`config.mk`:
```
export PLATFORM = sky130hd
export DESIGN_NAME = fp32_add_unit
export DESIGN_NICKNAME = d
export VERILOG_FILES = /design/src/rtl/fp32_pkg.sv /design/src/rtl/fp32_align_shifter.sv /design/src/rtl/fp32_add_unit.sv
export SDC_FILE = /design/constraint.sdc
export NUM_CORES = 1
export LEC_CHECK = 0
export BUFFER_PORTS_ARGS = -buffer_cell sky130_fd_sc_hd__buf_2
export CAP_MARGIN = 15
export CORE_ASPECT_RATIO = 0.75
export CORE_MARGIN = 1
export CORE_UTILIZATION = 30
export CTS_CLUSTER_DIAMETER = 60
export CTS_CLUSTER_SIZE = 8
export DETAILED_ROUTE_END_ITERATION = 7
export PLACE_DENSITY = 0.52
export SLEW_MARGIN = 10
export SYNTH_ARGS = -nofsm -noshare
export SYNTH_HDL_FRONTEND = slang
export SYNTH_HIERARCHICAL = 1
export SYNTH_SLANG_ARGS = --single-unit
```
`constraint.sdc`:
```
create_clock -name clk -period 70.6 [get_ports clk]
set_input_delay 10.59 -clock clk [delete_from_list [all_inputs] [get_ports clk]]
set_output_delay 10.59 -clock clk [all_outputs]
set_load 0.1 [all_outputs]
```
`src/rtl/fp32_pkg.sv`:
```
// rtl/fp32_pkg.sv - shared single-precision float constants, field widths and helpers
package fp32_pkg;

  localparam int EXP_W  = 8;
  localparam int FRAC_W = 23;
  // Working significand: hidden one, fraction, then guard/round/sticky.
  localparam int SIG_W  = FRAC_W + 4;

  localparam logic [31:0]      POS_INF_32 = 32'h7F80_0000;
  localparam logic [31:0]      NEG_INF_32 = 32'hFF80_0000;
  localparam logic [EXP_W-1:0] NAN_EXP_32 = 8'hFF;
  localparam logic [31:0]      QNAN       = 32'h7FC0_0000;

  function automatic logic [4:0] lead_zeros(input logic [SIG_W-1:0] v);
    logic [4:0] n;
    logic       found;
    n     = 5'd0;
    found = 1'b0;
    for (int i = SIG_W - 1; i >= 0; i--) begin
      if (!found) begin
        if (v[i]) found = 1'b1;
        else      n = n + 5'd1;
      end
    end
    return n;
  endfunction

endpackage

```
`src/rtl/fp32_align_shifter.sv`:
```
// rtl/fp32_align_shifter.sv - 27-bit right shift with sticky collapse and saturating amount
module fp32_align_shifter
  import fp32_pkg::*;
(
  input  logic [SIG_W-1:0] sig,
  input  logic [EXP_W-1:0] amt,
  output logic [SIG_W-1:0] shifted
);

  logic [SIG_W-1:0] kept;
  logic [SIG_W-1:0] mask;
  logic             sticky;

  always_comb begin
    kept    = '0;
    mask    = '0;
    sticky  = 1'b0;
    shifted = '0;
    if (amt >= EXP_W'(SIG_W)) begin
      shifted = {{(SIG_W-1){1'b0}}, |sig};
    end else begin
      kept    = sig >> amt;
      mask    = ~({SIG_W{1'b1}} << amt);
      sticky  = |(sig & mask);
      shifted = {kept[SIG_W-1:1], kept[0] | sticky};
    end
  end

endmodule

```
`src/rtl/fp32_add_unit.sv`:
```
// rtl/fp32_add_unit.sv - registered IEEE-754 single-precision adder, latency 1
module fp32_add_unit #(
  parameter logic [31:0] QNAN = fp32_pkg::QNAN
) (
  input  logic        clk,
  input  logic        rst,
  input  logic        in_valid,
  input  logic [31:0] a,
  input  logic [31:0] b,
  output logic        out_valid,
  output logic [31:0] result,
  output logic        nan_flag,
  output logic        overflow_flag
);

  import fp32_pkg::EXP_W;
  import fp32_pkg::FRAC_W;
  import fp32_pkg::SIG_W;
  import fp32_pkg::POS_INF_32;
  import fp32_pkg::NEG_INF_32;
  import fp32_pkg::NAN_EXP_32;
  import fp32_pkg::lead_zeros;

  localparam int SUM_W = SIG_W + 1;
  localparam int LO_W  = 14;
  localparam int HI_W  = SUM_W - LO_W;

  logic              a_s, b_s;
  logic [EXP_W-1:0]  a_e, b_e;
  logic [FRAC_W-1:0] a_f, b_f;
  logic a_nan, b_nan, a_inf, b_inf, a_zero, b_zero;

  assign {a_s, a_e, a_f} = a;
  assign {b_s, b_e, b_f} = b;
  assign a_nan  = (a_e == NAN_EXP_32) && (a_f != '0);
  assign b_nan  = (b_e == NAN_EXP_32) && (b_f != '0);
  assign a_inf  = (a_e == NAN_EXP_32) && (a_f == '0);
  assign b_inf  = (b_e == NAN_EXP_32) && (b_f == '0);
  assign a_zero = (a_e == '0);
  assign b_zero = (b_e == '0);

  // Borrow out of the exponent subtract says B is the larger-exponent operand.
  logic [EXP_W:0]    ediff;
  logic              swap;
  logic              big_s;
  logic [EXP_W-1:0]  big_e;
  logic [FRAC_W-1:0] big_f, small_f;
  logic [EXP_W-1:0]  amt;
  logic [SIG_W-1:0]  big_sig, small_sig, small_al;

  assign ediff     = {1'b0, a_e} - {1'b0, b_e};
  assign swap      = ediff[EXP_W] | ((ediff == '0) && (b_f > a_f));
  assign big_s     = swap ? b_s : a_s;
  assign big_e     = swap ? b_e : a_e;
  assign big_f     = swap ? b_f : a_f;
  assign small_f   = swap ? a_f : b_f;
  assign amt       = swap ? (EXP_W'(0) - ediff[EXP_W-1:0]) : ediff[EXP_W-1:0];
  assign big_sig   = {1'b1, big_f, 3'b000};
  assign small_sig = {1'b1, small_f, 3'b000};

  fp32_align_shifter u_align (
    .sig     (small_sig),
    .amt     (amt),
    .shifted (small_al)
  );

  // Carry-select add; subtraction is big + ~small + 1, never negative.
  logic             sub;
  logic [SUM_W-1:0] op_x, op_y, sum;
  logic [LO_W:0]    lo_sum;
  logic [HI_W-1:0]  hi_c0, hi_c1;

  assign sub    = a_s ^ b_s;
  assign op_x   = {1'b0, big_sig};
  assign op_y   = sub ? ~{1'b0, small_al} : {1'b0, small_al};
  assign lo_sum = {1'b0, op_x[LO_W-1:0]} + {1'b0, op_y[LO_W-1:0]} + {{LO_W{1'b0}}, sub};
  assign hi_c0  = op_x[SUM_W-1:LO_W] + op_y[SUM_W-1:LO_W];
  assign hi_c1  = op_x[SUM_W-1:LO_W] + op_y[SUM_W-1:LO_W] + HI_W'(1);
  assign sum    = {lo_sum[LO_W] ? hi_c1 : hi_c0, lo_sum[LO_W-1:0]};

  logic [4:0]        lz;
  logic [SIG_W-1:0]  norm_mant;
  logic signed [9:0] norm_exp, fin_exp;
  logic              round_up;
  logic [FRAC_W+1:0] rounded;
  logic [FRAC_W-1:0] fin_frac;

  always_comb begin
    lz = lead_zeros(sum[SIG_W-1:0]);
    if (sum[SUM_W-1]) begin
      norm_mant = {sum[SUM_W-1:2], sum[1] | sum[0]};
      norm_exp  = $signed({2'b00, big_e}) + 10'sd1;
    end else begin
      norm_mant = sum[SIG_W-1:0] << lz;
      norm_exp  = $signed({2'b00, big_e}) - $signed({5'b00000, lz});
    end
    round_up = norm_mant[2] & (norm_mant[1] | norm_mant[0] | norm_mant[3]);
    rounded  = {1'b0, norm_mant[SIG_W-1:3]} + {{(FRAC_W+1){1'b0}}, round_up};
    if (rounded[FRAC_W+1]) begin
      fin_frac = rounded[FRAC_W:1];
      fin_exp  = norm_exp + 10'sd1;
    end else begin
      fin_frac = rounded[FRAC_W-1:0];
      fin_exp  = norm_exp;
    end
  end

  logic [31:0] res_c;
  logic        nan_c, ovf_c;

  always_comb begin
    res_c = '0;
    nan_c = 1'b0;
    ovf_c = 1'b0;
    if (a_nan || b_nan) begin
      res_c = QNAN;
      nan_c = 1'b1;
    end else if (a_inf && b_inf && (a_s != b_s)) begin
      res_c = QNAN;
      nan_c = 1'b1;
    end else if (a_inf) begin
      res_c = a;
    end else if (b_inf) begin
      res_c = b;
    end else if (a_zero && b_zero) begin
      res_c = {a_s & b_s, 31'b0};
    end else if (a_zero) begin
      res_c = b;
    end else if (b_zero) begin
      res_c = a;
    end else if (sum == '0) begin
      res_c = '0;
    end else if (fin_exp <= 10'sd0) begin
      res_c = {big_s, 31'b0};
    end else if (fin_exp >= 10'sd255) begin
      res_c = big_s ? NEG_INF_32 : POS_INF_32;
      ovf_c = 1'b1;
    end else begin
      res_c = {big_s, fin_exp[EXP_W-1:0], fin_frac};
    end
  end

  always_ff @(posedge clk) begin
    if (rst) begin
      out_valid     <= 1'b0;
      result        <= '0;
      nan_flag      <= 1'b0;
      overflow_flag <= 1'b0;
    end else begin
      out_valid <= in_valid;
      if (in_valid) begin
        result        <= res_c;
        nan_flag      <= nan_c;
        overflow_flag <= ovf_c;
      end
    end
  end

endmodule

```
==> out/summary.txt <==
Max Cap Violations: 0
Fin. Hold Viols: 0
Worst setup margin: 32650 ps
Slew at the pin closest to its max-slew limit: 1040 ps
Sequential cell area: 701 um2
Compound-cell area share of the yosys netlist: 31.6%
Clock H-tree levels: 2
Commonest non-fill, non-tap cell in the layout: nand2_1
Rows: 70
Clock power frac: 3.5%
Worst path max stage delay: 800 ps
Part of the power in registers: 4.7%
Final Skew: 0 ps
Final HPWL from detailed placement: 54.2 mm
Buf/Inv on CP: 11
Hold-fix buffers at CTS: 0
Power per cell area: 39.1 nW/um2
Final GP Congestion: 1.02
Simple-gate portion of the synthesized area: 29.0%
Flop2flop setup slack: 69370 ps
Core footprint: 48800 um2
GRT Overall Usage: 25.6%
Reg2reg path depth: 3
Critical Path Stages: 114
Root Driver: clkbuf_16
Synth Cell Area: 14800 um2
Multi-input gate area: 13500 um2
Switch Pwr: 413 uW
First-pass GRT wire length: 101 mm
CP delay by family, top: compound AO/OA/AOI/OAI gates
Upper clock frequency limit: 26.4 MHz
Largest family of logic cells by synthesized area: compound AO/OA/AOI/OAI gates
CTS Sinks: 35
Synth top area cells: ha_1 7.7%, nand2_1 6.9%, o21ai_0 5.9%, nor2_1 5.1%, a21oi_1 4.7%
Die width: 259 um
Yosys reg bits: 35
Mapped Cells: 2193
CP startpoint: a[23]
Most frequent cells in the layout: 274 x nand2_1, 200 x nor2_1, 174 x o21ai_0
Logic gate share of total power: 91.8%
Routed Antenna Nets: 0
Tcrit/Tclk final: 53.8%
Sequential-to-total area share from yosys stat: 4.72%
Total grt overflow: 0
Nets: 2409
Vias: 18000
WP data required: 70750 ps
Crit start category: primary input
Avg Cell Area, Syn: 6.76 um2
Post-synth top area cell: ha_1
Final Max Tran Viols: 0
Endpoint type of the worst setup path: register
Yosys Warn Count: 6
Filler cell count: 5335
Tot Pwr: 636 uW
TritonRoute pass-1 iters: 6
TNS Setup: 0 ps
Postcts setup bufs: 0
Internal: 224 uW
Hold Crit Class: register to register
Starting Density: 30.4%
Synth unique cells: 112
CP most frequent cell: ha_1
Reg2Reg Capture Point: result[1]
Layout cell share with drive strength beyond 1: 12.4%
Die area: 50400 um2
Starting DRT DRC Count: 2172
# setup viols final: 0
CP endpoint: result[2]
Worst-path clk slew: 60 ps
FF-to-FF Start: result[1]
# IOs: 102
Final core occ: 33.3%
WP data arrival: 38100 ps
Pleak: 0.00646 uW
CTS buffer count: 5
Top cell type's share of synthesized area: 7.67%
Switching Fraction: 64.9%
Max_slew headroom: 30.2%
Setup WS pre-CTS: 33030 ps
N_diodes: 0
DIE HEIGHT: 195 um
Synthesis-to-layout area growth: 9.66%
Unrepaired setup endpoints after global routing: no
I/O Buffers: 101
Async S/R FF share, synth: 0%
CTS Buffer Depth: 2
Cell Count, Final, Fillers Out: 2897
Initial antenna violation count: 0
Count of flip-flops with a built-in enable after synthesis: 0
Vias in the first global route: 16100
Hold path depth: 2
Critical hold path startpoint: nan_flag
Wire per inst: 23.2 um
Multiplexer share of the synthesized area: 10.5%
Outcome: finished, final reports clean
Worst-path maximum fanout: 87
Gates resized, CTS repair: 0
Post-synthesis adder-cell area fraction: 8.48%
Largest net degree at the start of global routing: 88
Vias per Instance: 6.22
Final min period: 37950 ps
Critical path type: primary input to register
Drt total wl: 67.3 mm
Xor/xnor share of the synthesized area: 10.4%
TritonCTS clock tree: built
Worst vdd ir: 0.0181 mV
Post-synth top flop: dfxtp_1
Post-route DRC: 0
CP max stage cell: a222oi_1
Clk_lat worst skew: 280 ps
Dpl cells: 2888
[layer usage]
layer	track usage, %	routed length (um)	vias to the layer above
li1	-	-	8363
met1	38.8	31900	8600
met2	35.7	26600	969
met3	6.29	7580	88
met4	4.67	1250	2
met5	0.575	25	-
[cell usage after synthesis, drive strengths merged, types with 14 or more instances]
cell and n:
o21ai 182, o21a 28, or3 26, xor2 69, inv 88, mux2i 59
dfxtp 35, a311oi 17, nor4 41, clkbuf 71, and2 28, nor2b 24
ha 91, mux2 59, nor3 68, a21o 34, or2 14, o22ai 17
a31oi 26, and3 16, nor2 200, nand3 74, a21oi 143, a22oi 25
a211oi 29, nand4 45, nand2b 17, nand2 274, buf 35, o211ai 46
xnor2 75
[area by class of cell]
class,instances,share of cell area (%)
Multi-Input combinational cell,1975,82.8
Timing Repair Buffer,141,5.00
Tap cell,648,4.98
Sequential cell,35,4.31
Inverter,90,2.08
Clock buffer,7,0.815
Clock inverter,1,0.0308
[power by group through the flow]
stage	combinational (uW)	sequential, uW	clock [uW]
after global routing	622	30.4	22.9
after floorplan	362	68.7	0
after CTS	567	29.8	21.8
after detailed placement	564	30.0	0
after global placement	570	30.1	0
final	584	30.1	22.0
[sequential cells by signal (all words and copies together), names as in the netlist]
register       cells
overflow_flag      1
out_valid          1
result            32
nan_flag           1
[stage by stage]
step / cell area [um2] / hold WS [ps]
CTS: 16300 / 476
global placement: 16100 / 466
finish: 16300 / 477
floorplan: 14900 / 874
detailed placement: 16100 / 465
global route: 16300 / 509
[worst min path at each step]
stage / end / slack [ps]
floorplan: result[10] / 870
global placement: nan_flag / 470
detailed placement: nan_flag / 460
CTS: nan_flag / 480
global route: result[0] / 510
finish: nan_flag / 480
[worst min-delay path: cells and delay by family, from the launching register on]
family | cells | cell delay (ps)
flops | 1 | 310
simple gates | 2 | 130
[cell families (layout without fill, tap and decap cells)]
kind of cell	count (synthesis)	in the layout
AND/OR/NAND/NOR	880	880
buffers and inverters	196	239
XOR/XNOR	154	154
other	2	15
AO/OA/AOI/OAI	696	696
flip-flops	35	35
multiplexers	130	130
adder cells (fa/ha/maj)	100	100
(Power assumes the default switching activity.)
